`src/rtl/pipelined_barrel_shifter_if.sv`:
```
// Handshake bundle for pipelined_barrel_shifter: operand/command in, result out.
interface pipelined_barrel_shifter_if #(
    parameter int DATA_WIDTH  = 32,
    parameter int SHAMT_WIDTH = $clog2(DATA_WIDTH)
);
    logic                   in_valid;
    logic                   in_ready;
    logic [DATA_WIDTH-1:0]  data_in;
    logic [SHAMT_WIDTH-1:0] shift_amt;
    logic [1:0]             mode;
    logic                   out_valid;
    logic                   out_ready;
    logic [DATA_WIDTH-1:0]  data_out;
    logic                   out_zero;

    modport master (
        output in_valid, data_in, shift_amt, mode, out_ready,
        input  in_ready, out_valid, data_out, out_zero
    );

    modport slave (
        input  in_valid, data_in, shift_amt, mode, out_ready,
        output in_ready, out_valid, data_out, out_zero
    );
endinterface

```
`src/rtl/pipelined_barrel_shifter.sv`:
```
// Log barrel shifter (LSL/LSR/ASR/ROR), one register per layer, valid/ready
// flow control that freezes the whole pipeline on backpressure.
module pipelined_barrel_shifter #(
    parameter int DATA_WIDTH  = 32,
    parameter int SHAMT_WIDTH = $clog2(DATA_WIDTH)
) (
    input logic                       clk,
    input logic                       rst,
    pipelined_barrel_shifter_if.slave bus
);
    typedef enum logic [1:0] {
        LSL = 2'b00,
        LSR = 2'b01,
        ASR = 2'b10,
        ROR = 2'b11
    } op_e;

    function automatic logic [DATA_WIDTH-1:0] shift_layer(
        input logic [DATA_WIDTH-1:0] d,
        input op_e                   op,
        input int unsigned           s
    );
        logic [DATA_WIDTH-1:0] r;
        case (op)
            LSL:     r = d << s;
            LSR:     r = d >> s;
            ASR:     r = $unsigned($signed(d) >>> s);
            default: r = (d >> s) | (d << (DATA_WIDTH - s));
        endcase
        return r;
    endfunction

    logic [DATA_WIDTH-1:0]  data_q  [SHAMT_WIDTH];
    logic [DATA_WIDTH-1:0]  data_d  [SHAMT_WIDTH];
    logic                   valid_q [SHAMT_WIDTH];
    logic                   valid_d [SHAMT_WIDTH];
    // The last stage needs no command copy, so mode/amount stop one stage short.
    logic [1:0]             mode_q  [SHAMT_WIDTH-1];
    logic [1:0]             mode_d  [SHAMT_WIDTH-1];
    logic [SHAMT_WIDTH-1:0] amt_q   [SHAMT_WIDTH-1];
    logic [SHAMT_WIDTH-1:0] amt_d   [SHAMT_WIDTH-1];
    logic                   zero_q;
    logic                   advance;

    for (genvar k = 0; k < SHAMT_WIDTH; k++) begin : g_layer
        logic [DATA_WIDTH-1:0]  src_data;
        logic [1:0]             src_mode;
        logic [SHAMT_WIDTH-1:0] src_amt;
        logic                   src_valid;

        if (k == 0) begin : g_head
            assign src_data  = bus.data_in;
            assign src_mode  = bus.mode;
            assign src_amt   = bus.shift_amt;
            assign src_valid = bus.in_valid;
        end else begin : g_body
            assign src_data  = data_q[k-1];
            assign src_mode  = mode_q[k-1];
            assign src_amt   = amt_q[k-1];
            assign src_valid = valid_q[k-1];
        end

        assign data_d[k]  = src_amt[k] ? shift_layer(src_data, op_e'(src_mode), 32'(1) << k)
                                       : src_data;
        assign valid_d[k] = src_valid;

        if (k < SHAMT_WIDTH - 1) begin : g_carry
            assign mode_d[k] = src_mode;
            assign amt_d[k]  = src_amt;
        end
    end

    assign advance = !valid_q[SHAMT_WIDTH-1] || bus.out_ready;

    always_ff @(posedge clk) begin
        if (rst) begin
            for (int unsigned k = 0; k < SHAMT_WIDTH; k++) begin
                data_q[k]  <= '0;
                valid_q[k] <= 1'b0;
            end
            for (int unsigned k = 0; k < SHAMT_WIDTH - 1; k++) begin
                mode_q[k] <= '0;
                amt_q[k]  <= '0;
            end
            zero_q <= 1'b0;
        end else if (advance) begin
            for (int unsigned k = 0; k < SHAMT_WIDTH; k++) begin
                data_q[k]  <= data_d[k];
                valid_q[k] <= valid_d[k];
            end
            for (int unsigned k = 0; k < SHAMT_WIDTH - 1; k++) begin
                mode_q[k] <= mode_d[k];
                amt_q[k]  <= amt_d[k];
            end
            zero_q <= (data_d[SHAMT_WIDTH-1] == '0);
        end
    end

    // Outputs are forced to their idle values while reset is held, before the
    // synchronous clear has taken effect.
    assign bus.in_ready  = rst || advance;
    assign bus.out_valid = !rst && valid_q[SHAMT_WIDTH-1];
    assign bus.data_out  = rst ? '0 : data_q[SHAMT_WIDTH-1];
    assign bus.out_zero  = !rst && zero_q;
endmodule
```
`src/flat_wrapper.sv`:
```
// flat-port wrapper written by rule: the top's interface ports become plain ports
module pipelined_barrel_shifter_flat 
#(
    parameter int DATA_WIDTH  = 32,
    parameter int SHAMT_WIDTH = $clog2(DATA_WIDTH)
)
  (clk, rst, bus_in_valid, bus_data_in, bus_shift_amt, bus_mode, bus_out_ready, bus_in_ready, bus_out_valid, bus_data_out, bus_out_zero);
  pipelined_barrel_shifter_if #(.DATA_WIDTH(DATA_WIDTH), .SHAMT_WIDTH(SHAMT_WIDTH)) bus_i ();
  input logic clk;
  input logic rst;
  input wire logic [$bits(bus_i.in_valid)-1:0] bus_in_valid;
  input wire logic [$bits(bus_i.data_in)-1:0] bus_data_in;
  input wire logic [$bits(bus_i.shift_amt)-1:0] bus_shift_amt;
  input wire logic [$bits(bus_i.mode)-1:0] bus_mode;
  input wire logic [$bits(bus_i.out_ready)-1:0] bus_out_ready;
  output wire logic [$bits(bus_i.in_ready)-1:0] bus_in_ready;
  output wire logic [$bits(bus_i.out_valid)-1:0] bus_out_valid;
  output wire logic [$bits(bus_i.data_out)-1:0] bus_data_out;
  output wire logic [$bits(bus_i.out_zero)-1:0] bus_out_zero;
  assign bus_i.in_valid = bus_in_valid;
  assign bus_i.data_in = bus_data_in;
  assign bus_i.shift_amt = bus_shift_amt;
  assign bus_i.mode = bus_mode;
  assign bus_i.out_ready = bus_out_ready;
  assign bus_in_ready = bus_i.in_ready;
  assign bus_out_valid = bus_i.out_valid;
  assign bus_data_out = bus_i.data_out;
  assign bus_out_zero = bus_i.out_zero;
  pipelined_barrel_shifter #(.DATA_WIDTH(DATA_WIDTH), .SHAMT_WIDTH(SHAMT_WIDTH)) u_core (.clk(clk), .rst(rst), .bus(bus_i));
endmodule
```
`config.mk`:
```
export PLATFORM = sky130hd
export DESIGN_NAME = pipelined_barrel_shifter_flat
export DESIGN_NICKNAME = d
export VERILOG_FILES = /design/src/rtl/pipelined_barrel_shifter_if.sv /design/src/rtl/pipelined_barrel_shifter.sv /design/src/flat_wrapper.sv
export SDC_FILE = /design/constraint.sdc
export NUM_CORES = 1
export LEC_CHECK = 0
export ABC_AREA = 1
export CORE_MARGIN = 4
export CORE_UTILIZATION = 53
export CTS_CLUSTER_DIAMETER = 40
export CTS_CLUSTER_SIZE = 10
export DETAILED_ROUTE_END_ITERATION = 6
export GPL_TIMING_DRIVEN = 0
export PLACE_DENSITY = 0.76
export SYNTH_ARGS = -nofsm -noshare
export SYNTH_HDL_FRONTEND = slang
export SYNTH_SLANG_ARGS = --single-unit
```
`constraint.sdc`:
```
create_clock -name clk -period 6.2 [get_ports clk]
set_input_delay 1.24 -clock clk [delete_from_list [all_inputs] [get_ports clk]]
set_output_delay 1.24 -clock clk [all_outputs]
set_load 0.1 [all_outputs]
```
==> summary.md, run 1 <==
| Metric | Value |
|---|---|
| Outcome | `finished clean` |
| Clock edge transition at the registers on the reported setup and hold paths | `70 ps` |
| Synth cell types | `28` |
| Most frequent cells in the layout | `nand2_1 (260), inv_1 (208), edfxtp_1 (183), nor2_1 (122), o211ai_1 (97)` |
| Fmax | `0.207 GHz` |
| Pre-antenna DRT Iters | `5` |
| Arrival time worst endpoint | `3600 ps` |
| Area Overhead vs Synth | `16.8%` |
| Hold-fix buffers, CTS | `0` |
| CTS Buf Count | `17` |
| CP Data Required Time | `4960 ps` |
| Fin. Hold Viols | `0` |
| Via Count | `8161` |
| Clk_skew | `9.55 ps` |
| Antenna fix cells | `0` |
| IO Count | `78` |
| R2R depth | `7` |
| Die Area | `21200 um2` |
| CP top delay family | `buffers and inverters` |
| Fin crit period | `4840 ps` |
| Pwr/cell area | `261 nW/um2` |
| Worst Setup SP | `bus_out_ready` |
| Worst min-delay path class | `reg -> reg` |
| Stages on the worst setup path | `5` |
| Worst IR Drop VDD | `176 uV` |
| Cells after synthesis | `1184` |
| First-pass GRT wire length | `40.2 mm` |
| Syn avg cell area | `8.49 um2` |
| Root Buffer | `clkbuf_16` |
| Post-DRT Antenna Nets | `0` |
| Maxcap violations | `0` |
| Commonest non-fill, non-tap cell in the layout | `nand2_1` |
| Final #Nets | `1322` |
| RSZ-0062 raised after global routing | `no` |
| Critical-path maximum fanout | `73` |
| Cell Chain, Critical Path | `clkdlybuf4s50_1 > or2_1 > inv_1 > nand2_8 > clkdlybuf4s50_1` |
| Yosys reg bits | `184` |
| DRT Wirelength | `25.9 mm` |
| Max-slew violations | `0` |
| Vias in the first global route | `7851` |
| Cell Count, Final, Fillers Out | `1526` |
| Buf+Inv Stages, Crit Path | `3` |
| CP max-delay cell | `clkdlybuf4s50_1` |
| Row cnt | `50` |
| Post-CTS Resized | `0` |
| Synth Net Count | `1227` |
| Clk Latency, worst-skew pair | `430 ps` |
| CTS Sinks | `184` |
| 1st-iter DRT viols | `464` |
| Die Y | `146 um` |
| Hold Startpoint | `u_core.zero_q` |
| Final Setup Violations | `0` |
| Hold Path Cell Cnt | `4` |
| Crit end category | `primary output` |
| Seq/Total Area, Yosys | `54.9%` |
| Lkg Pwr | `5.06 nW` |
| Setup Crit Path Kind | `in -> out` |
| Initial Util | `53.7%` |
| Port bufs | `75` |
| Via-per-instance ratio | `5.35` |
| GRT overflow | `0` |
| Cell Area, Synth | `10000 um2` |
| R2R Path Start | `u_core.valid_q[0][4]` |
| Placeable Area | `18700 um2` |
| GRT Resource Usage Total | `24.3%` |
| Design area | `11700 um2` |
| Placer Congestion | `1.01` |
| Fin crit share | `78.0%` |
| DRC violations left | `0` |
| Actual slew at the worst max-slew pin | `987 ps` |
| Placed cells | `1494` |
| Top cell by count, worst path | `clkdlybuf4s50_1` |
| Drt wl/cell | `17.0 um` |
| Placement Cell Area | `11100 um2` |
| Antenna violations before repair | `0` |
| Fillers | `1600` |
| Longest Clk Path Bufs | `2` |
| Worst stage delay on the critical path | `1240 ps` |
| TritonCTS clock tree | `yes` |
| DIE WIDTH | `146 um` |
| Largest net degree at the start of global routing | `113` |
| Post CTS Setup Buffer Count | `0` |
| Synthesis warning total | `0` |
| Post-DP HPWL | `19.8 mm` |
| Relative slew margins | `34.0%` |
| Crit start category | `primary input` |
| CTS H-tree depth | `4` |
| Share of layout cells above drive strength 1 | `5.57%` |
sequential cells by signal (all words and copies together), names as in the netlist:
register,cells
u_core.mode_q,8
u_core.data_q,160
u_core.zero_q,1
u_core.valid_q,5
u_core.amt_q,10
layout make-up:
cell class	count	area [um2]	share of cell area (%)
sequential	184	5520	47.0
multi-input combinational	712	3430	29.3
inverter	213	800	6.81
timing repair buffer	76	778	6.63
clock buffer	18	439	3.74
buffer	75	317	2.70
tap	234	293	2.50
clock inverter	14	158	1.34
where the power goes:
part,internal [mW],switching [mW],leakage (nW)
clock network,0.584,0.507,0.292
logic,0.144,0.294,2.57
registers,1.46,0.0646,2.19
total,2.19,0.866,5.06
final timing paths:
| kind | end | slack [ps] |
|---|---|---|
| worst max-delay path | bus_in_ready | 1360 |
| worst min-delay path | u_core.zero_q | 530 |
| worst max register to register | u_core.data_q[2][30] | 3900 |
| worst min register to register | u_core.zero_q | 530 |
cell usage after synthesis:
cell type | number | area [um2]
buf_6 | 2 | 22.5
o211ai_1 | 97 | 728
a211oi_1 | 1 | 7.51
inv_2 | 3 | 11.3
nand2_1 | 261 | 980
a21oi_1 | 50 | 250
o21ai_0 | 69 | 345
nand4_1 | 1 | 6.26
clkbuf_1 | 55 | 206
buf_2 | 15 | 75.1
nor2_8 | 1 | 20.0
or2_1 | 2 | 12.5
nor2_2 | 1 | 6.26
edfxtp_1 | 183 | 5500
inv_1 | 208 | 781
dfxtp_1 | 1 | 20.0
clkbuf_2 | 1 | 5.00
buf_1 | 2 | 7.51
a31oi_1 | 11 | 68.8
nor2_1 | 122 | 458
nand2_2 | 1 | 6.26
o22ai_1 | 9 | 56.3
nor2_4 | 1 | 11.3
o21ai_1 | 1 | 5.00
nand3_1 | 66 | 330
a41oi_1 | 5 | 43.8
clkinv_1 | 2 | 7.51
or2_2 | 13 | 81.3
routing by layer:
layer  vias to the layer above  wire [um]  track usage (%)
met1                      3669       9140             23.3
met3                        73        985             2.71
met5                         -          0                0
met2                       293      14400             48.4
li1                       4126          -                -
met4                         0       1390             15.3
worst register-to-register path: cells and delay by family (launching register included):
| family | cells | cell delay (ps) |
|---|---|---|
| DFF | 1 | 360 |
| AOI/OAI and AO/OA | 2 | 460 |
| buffers and inverters | 3 | 860 |
| and+or+nand+nor | 2 | 470 |
cell families after synthesis:
family | Yosys count | synth area share [%]
and+or+nand+nor | 469 | 19.0
buffers and inverters | 288 | 11.1
AOI/OAI and AO/OA | 243 | 15.0
DFF | 184 | 54.9
metrics by stage:
stage	hold WS, ps	setup TNS, ps	worst slack, ps	util, %	power (mW)
4_1_cts	539	0	1350	62.7	3.06
3_3_place_gp	508	-1250	-1250	59.3	1.98
6_report	531	0	1360	62.7	3.06
2_1_floorplan	519	0	1020	-	1.83
5_1_grt	570	0	1250	62.7	3.17
3_5_place_dp	526	0	1360	59.5	1.99
(Power assumes the default switching activity.)
==> run 2, diff against run 1 <==
==> constraint.sdc (replaced) <==
create_clock -name clk -period 4.1 [get_ports clk]
set_input_delay 0.82 -clock clk [delete_from_list [all_inputs] [get_ports clk]]
set_output_delay 0.82 -clock clk [all_outputs]
set_load 0.1 [all_outputs]
==> summary.md, run 2 (synthesis results as in run 1) <==
| Metric | Value |
|---|---|
| CTS Sinks | `184` |
| Most frequent cells in the layout | `nand2_1 (260), inv_1 (208), edfxtp_1 (183), nor2_1 (122), o211ai_1 (97)` |
| Biggest register | `u_core.data_q` |
| Initial Util | `53.7%` |
| Maxcap violations | `0` |
| CTS H-tree depth | `4` |
| Final #Nets | `1322` |
| Setup ws final | `251 ps` |
| Max-slew violations | `0` |
| Fillers | `1578` |
| Antenna violations before repair | `0` |
| Outcome | `finished clean` |
| Post-DRT Antenna Nets | `0` |
| Placer Congestion | `0.984` |
| Fin. Hold Viols | `0` |
| Largest register FFs | `160` |
| Arrival time worst endpoint | `3030 ps` |
| Fin crit share | `93.9%` |
| Setup TNS | `0 ps` |
| Worst IR Drop VDD | `281 uV` |
| Setup Crit Path Kind | `in -> out` |
| IO Count | `78` |
| Placeable Area | `18700 um2` |
| Antenna fix cells | `0` |
| Crit end category | `primary output` |
| Vias in the first global route | `8025` |
| First-pass GRT wire length | `41.4 mm` |
| Hold-fix buffers, CTS | `0` |
| Fin crit period | `3850 ps` |
| Drt wl/cell | `17.5 um` |
| Final Setup Violations | `0` |
| DRT Wirelength | `26.6 mm` |
| Fmax | `0.260 GHz` |
| Row cnt | `50` |
| Actual slew at the worst max-slew pin | `1040 ps` |
| CTS Buf Count | `17` |
| Relative slew margins | `30.4%` |
| TritonCTS clock tree | `yes` |
| Commonest non-fill, non-tap cell in the layout | `nand2_1` |
| Via Count | `8222` |
| GRT Resource Usage Total | `25.1%` |
| Pre-antenna DRT Iters | `5` |
| Share of layout cells above drive strength 1 | `5.34%` |
| Top Registers | `u_core.data_q (160), u_core.amt_q (10), u_core.mode_q (8)` |
| Port bufs | `75` |
| DIE WIDTH | `146 um` |
| Clk Latency, worst-skew pair | `430 ps` |
| Post CTS Setup Buffer Count | `0` |
| Worst min-delay path class | `reg -> reg` |
| Area Overhead vs Synth | `16.6%` |
| Via-per-instance ratio | `5.39` |
| Largest net degree at the start of global routing | `109` |
| RSZ-0062 raised after global routing | `no` |
| Lkg Pwr | `5.03 nW` |
| Critical-path maximum fanout | `108` |
| Pre-CTS WS | `-411 ps` |
| 1st-iter DRT viols | `402` |
| DRC violations left | `0` |
| Clock edge transition at the registers on the reported setup and hold paths | `70 ps` |
| CP Data Required Time | `3280 ps` |
| GRT overflow | `0` |
| Clk_skew | `12.8 ps` |
| Crit start category | `primary input` |
| Root Buffer | `clkbuf_16` |
| Pwr/cell area | `392 nW/um2` |
| Longest Clk Path Bufs | `2` |
| Die Area | `21200 um2` |
| Die Y | `146 um` |
| Post-DP HPWL | `20.3 mm` |
## run 2: cell types whose count changed in the layout (fill, tap and decap cells not counted), sizes merged
cell and delta:
clkinvlp +3, inv -4, clkdlybuf4s50 -1, clkinv -4, clkbuf +4, clkdlybuf4s15 +1, bufinv +1
## run 2: critical path: stages
cell	delay, ps
clkdlybuf4s50_1	450
or2_1	110
inv_1	110
nand2_8	420
buf_16	450
clkdlybuf4s15_2	630
## run 2: cell type report
class	count	area [um2]	share of cell area, %
Inverter	213	800	6.82
Buffer	75	317	2.70
Clock inverter	10	124	1.06
Timing Repair Buffer	76	779	6.65
Clock buffer	22	454	3.88
Tap cell	234	293	2.50
Sequential cell	184	5520	47.1
Multi-Input combinational cell	712	3430	29.3
## run 2: repair_timing
item	4_1_cts	5_1_grt
resized for setup	3	0
hold endpoints to repair	0	0
endpoints found under the setup margin	1	0
## run 2: stage by stage
stage	total power [mW]	cells	hold WS (ps)	cell area (um2)	util, %
after detailed placement	3.01	1494	533	11100	59.5
after global placement	3.00	1493	504	11100	59.3
final	4.59	1526	544	11700	62.6
after global routing	4.77	1526	580	11700	62.6
after floorplan	2.76	1184	519	10100	-
after CTS	4.61	1526	549	11700	62.6
## run 2: path summary, 6_finish.rpt
kind | slack [ps] | depth (start not counted) | start | endpoint
setup / recovery | 250 | 6 | bus_out_ready | bus_in_ready
hold / removal | 540 | 4 | u_core.zero_q | u_core.zero_q
setup reg to reg | 1620 | 7 | u_core.valid_q[0][4] | u_core.data_q[3][31]
hold reg to reg | 540 | 4 | u_core.zero_q | u_core.zero_q
## run 2: metal layers
layer | share of wire [%] | vias up | wire (um) | global-route usage (%)
met2 | 55 | 296 | 14600 | 49.4
met4 | 5.8 | 0 | 1540 | 15.9
li1 | - | 4120 | - | -
met1 | 35 | 3718 | 9450 | 24.4
met5 | 0 | - | 0 | 0
met3 | 3.9 | 88 | 1050 | 3.18
## run 2: power breakdown
group / total, mW / internal, mW / switching, mW / leakage (nW)
Combinational: 0.667 / 0.217 / 0.449 / 2.57
Sequential: 2.31 / 2.21 / 0.0979 / 2.19
Clock: 1.61 / 0.920 / 0.693 / 0.269
==> RTL edit: new RTL, config.mk and constraints of run 2 <==
`DATA_WIDTH` is set to 32 in 3 places; all go to 16.
--- a/src/rtl/pipelined_barrel_shifter_if.sv
+++ b/src/rtl/pipelined_barrel_shifter_if.sv
@@ -1,6 +1,6 @@
 // Handshake bundle for pipelined_barrel_shifter: operand/command in, result out.
 interface pipelined_barrel_shifter_if #(
-    parameter int DATA_WIDTH  = 32,
+    parameter int DATA_WIDTH  = 16,
     parameter int SHAMT_WIDTH = $clog2(DATA_WIDTH)
 );
     logic                   in_valid;
--- a/src/rtl/pipelined_barrel_shifter.sv
+++ b/src/rtl/pipelined_barrel_shifter.sv
@@ -1,7 +1,7 @@
 // Log barrel shifter (LSL/LSR/ASR/ROR), one register per layer, valid/ready
 // flow control that freezes the whole pipeline on backpressure.
 module pipelined_barrel_shifter #(
-    parameter int DATA_WIDTH  = 32,
+    parameter int DATA_WIDTH  = 16,
     parameter int SHAMT_WIDTH = $clog2(DATA_WIDTH)
 ) (
     input logic                       clk,
--- a/src/flat_wrapper.sv
+++ b/src/flat_wrapper.sv
@@ -1,7 +1,7 @@
 // flat-port wrapper written by rule: the top's interface ports become plain ports
 module pipelined_barrel_shifter_flat 
 #(
-    parameter int DATA_WIDTH  = 32,
+    parameter int DATA_WIDTH  = 16,
     parameter int SHAMT_WIDTH = $clog2(DATA_WIDTH)
 )
   (clk, rst, bus_in_valid, bus_data_in, bus_shift_amt, bus_mode, bus_out_ready, bus_in_ready, bus_out_valid, bus_data_out, bus_out_zero);
Interface: changed (resized bus_data_in, bus_data_out and bus_shift_amt); port bits go from 78 to 45. No check against the original RTL was run, so the function may have changed too.
==> RTL edit against run 2 <==
Register-to-register slack better by 0.92 ns. Worst setup slack gained 0.18 ns. Routed wire length fell by 65%. Area after synthesis fell by 56%. Sequential cell count decreased by 103. Combinational power is 50% lower. Design area down 56%. Power is 59% lower. Critical path type unchanged. Critical endpoint unchanged. Largest cell class unchanged.
==> RTL edit: results (changes against run 2) <==
- Status: complete, no violations (unchanged)
- Fillers: 699 (was 1578)
- Hold path cells: 4 (unchanged)
- Worst-Skew Late Latency: 0.36 ns (was 0.43 ns)
- Area contributors post-synth: edfxtp_1 54%, inv_1 8.1%, nand2_1 8.0% (was edfxtp_1 55%, nand2_1 9.7%, inv_1 7.8%)
- Top flop regs: u_core.data_q x64, u_core.amt_q x6, u_core.mode_q x6 (was u_core.data_q x160, u_core.amt_q x10, u_core.mode_q x8)
- Vias in the first global route: 3429 (was 8025)
- Clock buffers: 10 (was 22)
- Async S/R FF share, synth: 0 (unchanged)
- Fraction of area in multi-input gates: 0.289 (was 0.293)
- Total power: 0.00187 W (was 0.00459 W)
- Synth Warn #: 0 (unchanged)
- Final WL: 9330 microns (was 26600 microns)
- Slew headroom: 0.346 (was 0.304)
- Worst-path clk slew: 0.09 ns (was 0.07 ns)
- Layout clock area frac: 0.0329 (was 0.0493)
- HPWL Detailed: 7020 microns (was 20300 microns)
- Leak: 2.27 nW (was 5.03 nW)
- Bufs w/o clock: 68 (was 151)
- Peak supply drop: 0.178 mV (was 0.281 mV)
- Share of cells above drive strength 1: 0.0967 (was 0.0534)
- Ys flop type: edfxtp_1 (unchanged)
- Post-synthesis sequential area ratio: 0.545 (was 0.549)
- CTS buffer count: 9 (was 17)
- Post-synthesis compound-gate area fraction: 0.138 (was 0.150)
- Non-clock buffer share: 0.111 (was 0.0936)
- Post-synth cell types: 26 (was 28)
- Sequential power: 0.00102 W (was 0.00231 W)
- Multi-input gates: 310 (was 712)
- Critical path arrival: 2.85 ns (was 3.03 ns)
- Pin count of the biggest net entering global routing: 67 (was 109)
- Worst r2r path cells: 7 (unchanged)
- Root Driver: clkbuf_8 (was clkbuf_16)
- Overall Global Routing Usage: 0.194 (was 0.251)
- Logic pwr share: 0.179 (was 0.145)
- Top cells by count, synth: 96 x inv_1, 95 x nand2_1, 80 x edfxtp_1 (was 261 x nand2_1, 208 x inv_1, 183 x edfxtp_1)
- First-pass GRT wire length: 15000 microns (was 41400 microns)
- Post-Synth Adder-Cell Area: 0 (unchanged)
- CTS resizes: 0 (was 3)
- Net Sw Frac: 0.294 (was 0.270)
- Vias/cell: 5.23 (was 5.39)
- Max reg flops: 64 (was 160)
- Final nets: 600 (was 1322)
- H-tree depth: 3 (was 4)
- Setup Slack @ Placement: 0.416 ns (was -0.411 ns)
- Number of non-clock inverters in the layout: 104 (was 213)
- Syn Nets: 546 (was 1227)
- Initial DRC Count: 174 (was 402)
- Register Area: 2420 sq um (was 5520 sq um)
- IO Port Bufs: 42 (was 75)
- Post-CTS setup buffers: 0 (unchanged)
- Worst Skew: 0.0106 ns (was 0.0128 ns)
- DRT Pass-1 Iters: 4 (was 5)
- Worst-path fanout max: 16 (was 108)
- Post-synth EDFFs: 80 (was 183)
- GP Congestion: 1.03 (was 0.984)
- Hold WC Path Type: reg -> reg (unchanged)
- Synth Register Bits: 81 (was 184)
[RTL edit: changes by cell type in the layout (fill, tap and decap cells not counted), sizes merged, moves of 32 or more]
cell	before	now
inv	213	104
edfxtp	183	80
nand2	262	101
o211ai	97	33
clkbuf	78	16
nor2	125	72
nand3	66	30
o21ai	70	31
clkdlybuf4s50	74	42
[RTL edit: kinds of logic (layout without fill, tap and decap cells)]
group,after synthesis,after routing
and+or+nand+nor,211,211
buffers and inverters,129,188
AOI/OAI and AO/OA,99,99
DFF,81,81
[RTL edit: worst max-delay path, cell delays in order]
cell and delay, ns:
clkdlybuf4s50_1 0.45, or2_1 0.12, inv_1 0.08, nand2_4 0.20, clkdlybuf4s50_1 1.18
[RTL edit: metrics by stage]
stage                     TNS [ns]  area, sq um  cells  hold slack [ns]  utilization
after floorplan                  0         4450    520            0.519            -
after global placement      -0.791         5000    667            0.506        0.612
after CTS                        0         5200    684            0.528        0.637
after detailed placement         0         5030    668            0.513        0.616
after global routing             0         5200    684            0.560        0.637
final                            0         5200    684            0.522        0.637
[RTL edit: path summary, 6_finish.rpt]
path / start / endpoint / slack [ns]
hold reg to reg: u_core.zero_q$_SDFFE_PP0P_ / u_core.zero_q$_SDFFE_PP0P_ / 0.52
setup / recovery: bus_out_ready / bus_in_ready / 0.43
setup reg to reg: u_core.mode_q[0][1]$_SDFFCE_PN0P_ / u_core.data_q[1][10]$_SDFFCE_PN0P_ / 2.54
hold / removal: u_core.zero_q$_SDFFE_PP0P_ / u_core.zero_q$_SDFFE_PP0P_ / 0.52
[RTL edit: routing by layer]
layer  part of all wire  global-route usage  vias up
li1                   -                   -     1813
met1               0.37               0.178     1636
met2               0.57               0.387      103
met3              0.038              0.0295       25
met4              0.027               0.121        0
met5                  0                   0        -
